$ cat config.mk
export PLATFORM = sky130hd
export DESIGN_NAME = prog_loader
export DESIGN_NICKNAME = d
export VERILOG_FILES = /design/src/rtl/prog_loader.sv
export SDC_FILE = /design/constraint.sdc
export NUM_CORES = 1
export LEC_CHECK = 0
export ABC_AREA = 1
export CORE_ASPECT_RATIO = 2
export CORE_MARGIN = 2
export CORE_UTILIZATION = 55
export DETAILED_ROUTE_END_ITERATION = 8
export GPL_TIMING_DRIVEN = 0
export MAX_ROUTING_LAYER = met4
export PLACE_DENSITY = 0.94
export SLEW_MARGIN = 0
export SYNTH_ARGS = -nofsm -noshare
export SYNTH_HDL_FRONTEND = slang
export SYNTH_SLANG_ARGS = --single-unit
export TNS_END_PERCENT = 20
$ cat constraint.sdc
create_clock -name clk -period 3.6 [get_ports clk]
set_clock_uncertainty 0.05 [all_clocks]
set_input_delay 0.54 -clock clk [delete_from_list [all_inputs] [get_ports clk]]
set_output_delay 0.54 -clock clk [all_outputs]
set_load 0.005 [all_outputs]
$ cat src/rtl/prog_loader.sv
// prog_loader: boot-stage loader for the single-cycle cpu.
// Streams program words into unified memory (text from word 0, data from
// DATA_BASE), then enables the cpu for a fixed cycle budget and flags done.
module prog_loader #(
    parameter int ADDR_WIDTH = 12,
    parameter int DATA_BASE  = 2048,
    parameter int RUN_CYCLES = 3000
) (
    input  logic                  clk,
    input  logic                  reset_n,
    input  logic                  start,
    input  logic                  in_valid,
    output logic                  in_ready,
    input  logic [31:0]           in_data,
    input  logic                  in_region,
    input  logic                  in_last,
    output logic                  mem_we,
    output logic [ADDR_WIDTH-1:0] mem_addr,
    output logic [31:0]           mem_wdata,
    output logic                  cpu_run,
    output logic                  done,
    output logic                  err,
    output logic [ADDR_WIDTH-1:0] text_count,
    output logic [ADDR_WIDTH-1:0] data_count
);

    // Budget counter needs to hold RUN_CYCLES itself; keep at least one bit.
    localparam int CNT_W = (RUN_CYCLES > 0) ? $clog2(RUN_CYCLES + 1) : 1;

    // Text region ends where the data region begins.
    localparam logic [ADDR_WIDTH-1:0] TEXT_END   = ADDR_WIDTH'(DATA_BASE);
    // Data pointer carries one extra bit so "last word written" is visible
    // as the MSB instead of a wrap back to zero.
    localparam logic [ADDR_WIDTH:0]   DATA_START = (ADDR_WIDTH + 1)'(DATA_BASE);

    typedef enum logic [2:0] {
        IDLE  = 3'd0,
        LOAD  = 3'd1,
        DRAIN = 3'd2,
        RUN   = 3'd3,
        HALT  = 3'd4
    } state_t;

    state_t                  state_reg;
    logic                    in_ready_reg;
    logic                    mem_we_reg;
    logic [ADDR_WIDTH-1:0]   mem_addr_reg;
    logic [31:0]             mem_wdata_reg;
    logic                    cpu_run_reg;
    logic                    done_reg;
    logic                    err_reg;
    logic [ADDR_WIDTH-1:0]   text_ptr_reg;
    logic [ADDR_WIDTH:0]     data_ptr_reg;
    logic [ADDR_WIDTH-1:0]   text_count_reg;
    logic [ADDR_WIDTH-1:0]   data_count_reg;
    logic [CNT_W-1:0]        cycle_cnt_reg;

    logic handshake;
    logic text_full;
    logic data_full;
    logic word_fits;

    // Acceptance and region-overflow decode for the word on the input port.
    assign handshake = in_valid & in_ready_reg;
    assign text_full = (text_ptr_reg == TEXT_END);
    assign data_full = data_ptr_reg[ADDR_WIDTH];
    assign word_fits = in_region ? ~data_full : ~text_full;

    // Control FSM with all outputs registered alongside the state.
    always_ff @(posedge clk) begin
        if (!reset_n) begin
            state_reg      <= IDLE;
            in_ready_reg   <= 1'b0;
            mem_we_reg     <= 1'b0;
            mem_addr_reg   <= '0;
            mem_wdata_reg  <= '0;
            cpu_run_reg    <= 1'b0;
            done_reg       <= 1'b0;
            err_reg        <= 1'b0;
            text_ptr_reg   <= '0;
            data_ptr_reg   <= '0;
            text_count_reg <= '0;
            data_count_reg <= '0;
            cycle_cnt_reg  <= '0;
        end else begin
            // Write strobe is a single-cycle echo of an accepted, in-range word.
            mem_we_reg <= 1'b0;
            case (state_reg)
                IDLE, HALT: begin
                    if (start) begin
                        state_reg      <= LOAD;
                        in_ready_reg   <= 1'b1;
                        text_ptr_reg   <= '0;
                        data_ptr_reg   <= DATA_START;
                        text_count_reg <= '0;
                        data_count_reg <= '0;
                        err_reg        <= 1'b0;
                        done_reg       <= 1'b0;
                    end
                end
                LOAD: begin
                    if (handshake) begin
                        if (word_fits) begin
                            mem_we_reg    <= 1'b1;
                            mem_wdata_reg <= in_data;
                            if (in_region) begin
                                mem_addr_reg   <= data_ptr_reg[ADDR_WIDTH-1:0];
                                data_ptr_reg   <= data_ptr_reg + (ADDR_WIDTH + 1)'(1);
                                data_count_reg <= data_count_reg + ADDR_WIDTH'(1);
                            end else begin
                                mem_addr_reg   <= text_ptr_reg;
                                text_ptr_reg   <= text_ptr_reg + ADDR_WIDTH'(1);
                                text_count_reg <= text_count_reg + ADDR_WIDTH'(1);
                            end
                        end else begin
                            // Overflowing word is dropped; pointer holds, stream keeps draining.
                            err_reg <= 1'b1;
                        end
                        if (in_last) begin
                            state_reg    <= DRAIN;
                            in_ready_reg <= 1'b0;
                        end
                    end
                end
                DRAIN: begin
                    if (RUN_CYCLES == 0) begin
                        state_reg <= HALT;
                        done_reg  <= 1'b1;
                    end else begin
                        state_reg     <= RUN;
                        cpu_run_reg   <= 1'b1;
                        cycle_cnt_reg <= CNT_W'(RUN_CYCLES);
                    end
                end
                RUN: begin
                    if (cycle_cnt_reg == CNT_W'(1)) begin
                        state_reg   <= HALT;
                        cpu_run_reg <= 1'b0;
                        done_reg    <= 1'b1;
                    end else begin
                        cycle_cnt_reg <= cycle_cnt_reg - CNT_W'(1);
                    end
                end
                default: begin
                    state_reg    <= IDLE;
                    in_ready_reg <= 1'b0;
                    cpu_run_reg  <= 1'b0;
                end
            endcase
        end
    end

    assign in_ready   = in_ready_reg;
    assign mem_we     = mem_we_reg;
    assign mem_addr   = mem_addr_reg;
    assign mem_wdata  = mem_wdata_reg;
    assign cpu_run    = cpu_run_reg;
    assign done       = done_reg;
    assign err        = err_reg;
    assign text_count = text_count_reg;
    assign data_count = data_count_reg;

endmodule
==> results.cfg <==
[setup_path]
crit_type = reg -> out
critical_path.cell_chain = clkdlybuf4s50_1
worstPathArrival_ns = 1.50
critPathTopFamily = buffers and inverters
critPathCaptureType = output pin
cp.required_ns = 3.01
worst-path-buf-inv = 1
slowest_delay_ns = 0.57
crit_slowest_cell = clkdlybuf4s50_1
worstSetupStartpointType = flip-flop
cp_max_fo = 8

[power]
power_frac_comb = 0.385
power.switching_mw = 2.07
vdd_drop_max_uv = 619
power_mw = 5.18
pwr-share-clk = 0.305
p_per_area_mw_per_mm2 = 664
internal_power_mw = 3.12
p_leak_nw = 2.93
swShare = 0.399
seq_power_share = 0.311

[yosys]
avgSynthCellArea_sq_um = 6.47
synth-main-ff-cell = dfxtp_1
synth_common_cells = nand2_1 (227), nor2_1 (171), a21oi_1 (113), dfxtp_1 (113), nand3_1 (73)
ys_ff_latch = 113
async_reset_ff_frac = 0
synth_edf_count = 0
synth-simple-area-share = 0.404
netlist_instances = 926
yosysTopAreaCell = dfxtp_1
synth_mux_area_frac = 0.00167
synth.area.top_cells = dfxtp_1 (38%), nand2_1 (14%), nor2_1 (11%), a21oi_1 (9.4%), nand3_1 (6.1%)
synth-seq-area-share = 0.378
synthAdderAreaFrac = 0.0146
synth_compound_area_frac = 0.119
synthXorXnorAreaFrac = 0.00877
synth_cell_type_count = 31
synth_area_sq_mm = 0.00599
synth_top_family_by_area = simple AND/OR/NAND/NOR gates
synth_warnings = 0
yosysMostFrequentCell = nand2_1
syn_nets = 971
yosys.area.top_type_share = 0.378

[clock_network]
numCtsBuffers = 17
cts_max_level = 4
clockRootBuffer = clkbuf_16
post_cts_buffers = 0
cts_tree = built
cts_resized = 0
clk_pin_slew_ns = 0.06
cts.path.max_buffers = 2
clock_latency_ns = 0.42
cts_hold_buf = 0
clock_sinks = 113

[status]
status = finished clean

[placed_design]
place.gp.congestion = 0.962
hpwl_microns = 12800
portBuffers = 109

[global_route]
antenna_found_initial = 0
overflow = 0
grt_pass1_vias = 6571
grt_max_degree = 17
grt_pass1_wl_microns = 29400
grt_usage = 0.319

[layout]
antenna_cells = 0
seqCellArea_sq_mm = 0.00226
area_growth_syn_to_layout_pct = 30.4
drive_gt1_frac = 0.0591
multi_input_area_sq_mm = 0.00328
largest_register_ffs = 32
nets = 1099
fillCellCount = 768
final_util = 0.741

[timing]
finalHoldViolations = 0
slew_headroom = 0.576
rsz0062_at_grt = false
tightest_slew_ns = 0.636
finalCriticalPeriod_ns = 2.09
maxSlewViolCount = 0
max_freq_mhz = 478
post-route-period-util = 0.581
setup_viol = 0
fin_tns_setup_ns = 0

[routing]
dr.pass1.iters = 5
drt-total-wl_microns = 17900
drt_iter0_markers = 380
vias = 6734
detail_route.wl_per_cell_microns = 14.9
vias_per_cell = 5.60
ant_nets = 0
drcViolationCount = 0

[min_path]
holdCritPathClass = reg -> reg

[floorplan]
num_rows = 53
core_sq_mm = 0.0105
die-area_sq_mm = 0.0118
pin_count = 111
die_y_microns = 152
die_width_microns = 77.8
initial_utilization = 0.568

[flow_run]
drv_cap = 0
==> power groups by stage <==
stage / combinational, mW / clock [mW] / sequential [mW]
2_1_floorplan: 1.36 / 0 / 1.58
3_3_place_gp: 1.88 / 0 / 1.62
3_5_place_dp: 1.94 / 0 / 1.62
4_1_cts: 1.97 / 1.59 / 1.60
5_1_grt: 2.21 / 1.65 / 1.63
6_report: 1.99 / 1.58 / 1.61
==> path summary, 6_finish.rpt <==
path,start,end,slack (ns),cells past startpoint
min,err,err,0.41,1
min reg2reg,err,err,0.41,1
max,text_count[0],text_count[0],1.51,1
max reg2reg,text_ptr_reg[0],mem_addr[1],1.56,10
==> placed cells by master, fill, tap and decap left out, types with 2 or more instances in the layout <==
cell / synthesis / routed
or2_2: 2 / 2
buf_1: 7 / 7
nor2_2: 3 / 3
nand2_1: 227 / 227
clkdlybuf4s50_1: 0 / 109
o21ai_0: 15 / 15
nand4_1: 22 / 22
xnor2_1: 2 / 2
buf_4: 3 / 3
nand2_2: 4 / 4
buf_2: 15 / 15
clkinvlp_4: 0 / 4
nor3b_1: 4 / 4
dfxtp_1: 113 / 113
nor3_1: 5 / 5
o211ai_1: 2 / 2
inv_1: 65 / 65
o21bai_1: 4 / 4
ha_1: 7 / 7
xor2_1: 4 / 4
nor2_1: 171 / 171
nand3_1: 73 / 73
a21oi_1: 113 / 113
clkinv_2: 0 / 3
clkbuf_16: 0 / 17
o21ai_2: 2 / 2
clkbuf_8: 0 / 3
clkbuf_1: 21 / 23
nor2_4: 4 / 4
nand3b_1: 32 / 32
==> area by class of cell <==
cell class,count,area share
multi-input cells,701,0.420
flip-flops and latches,113,0.290
repair buffers,109,0.140
clock buffers,22,0.0607
inverters,66,0.0317
plain buffers,46,0.0259
well taps,137,0.0219
clock inverters,9,0.0107
==> logic make-up after synthesis <==
| kind of cell | after synthesis |
|---|---|
| DFF | 113 |
| buffers and inverters | 112 |
| and+or+nand+nor | 550 |
| adders and majority gates | 7 |
| muxes | 1 |
| AOI/OAI and AO/OA | 137 |
| xor gates and xnor gates | 6 |
==> per-layer routing <==
layer	wire, microns	GRT usage	up-vias
met2	9490	0.578	326
met5	0	-	-
li1	-	-	3272
met4	1070	0.212	0
met1	6270	0.298	3035
met3	1050	0.0693	101
==> stage by stage <==
| stage | setup slack [ns] | std cells | area [sq um] | hold WS, ns |
|---|---|---|---|---|
| after floorplan | 1.96 | 926 | 5990 | 0.397 |
| after global placement | 1.31 | 1172 | 7250 | 0.399 |
| after detailed placement | 1.26 | 1172 | 7250 | 0.405 |
| after CTS | 1.53 | 1203 | 7810 | 0.417 |
| after global routing | 1.34 | 1203 | 7810 | 0.443 |
| final | 1.51 | 1203 | 7810 | 0.414 |
No activity file was read; power rests on OpenSTA's default activity.
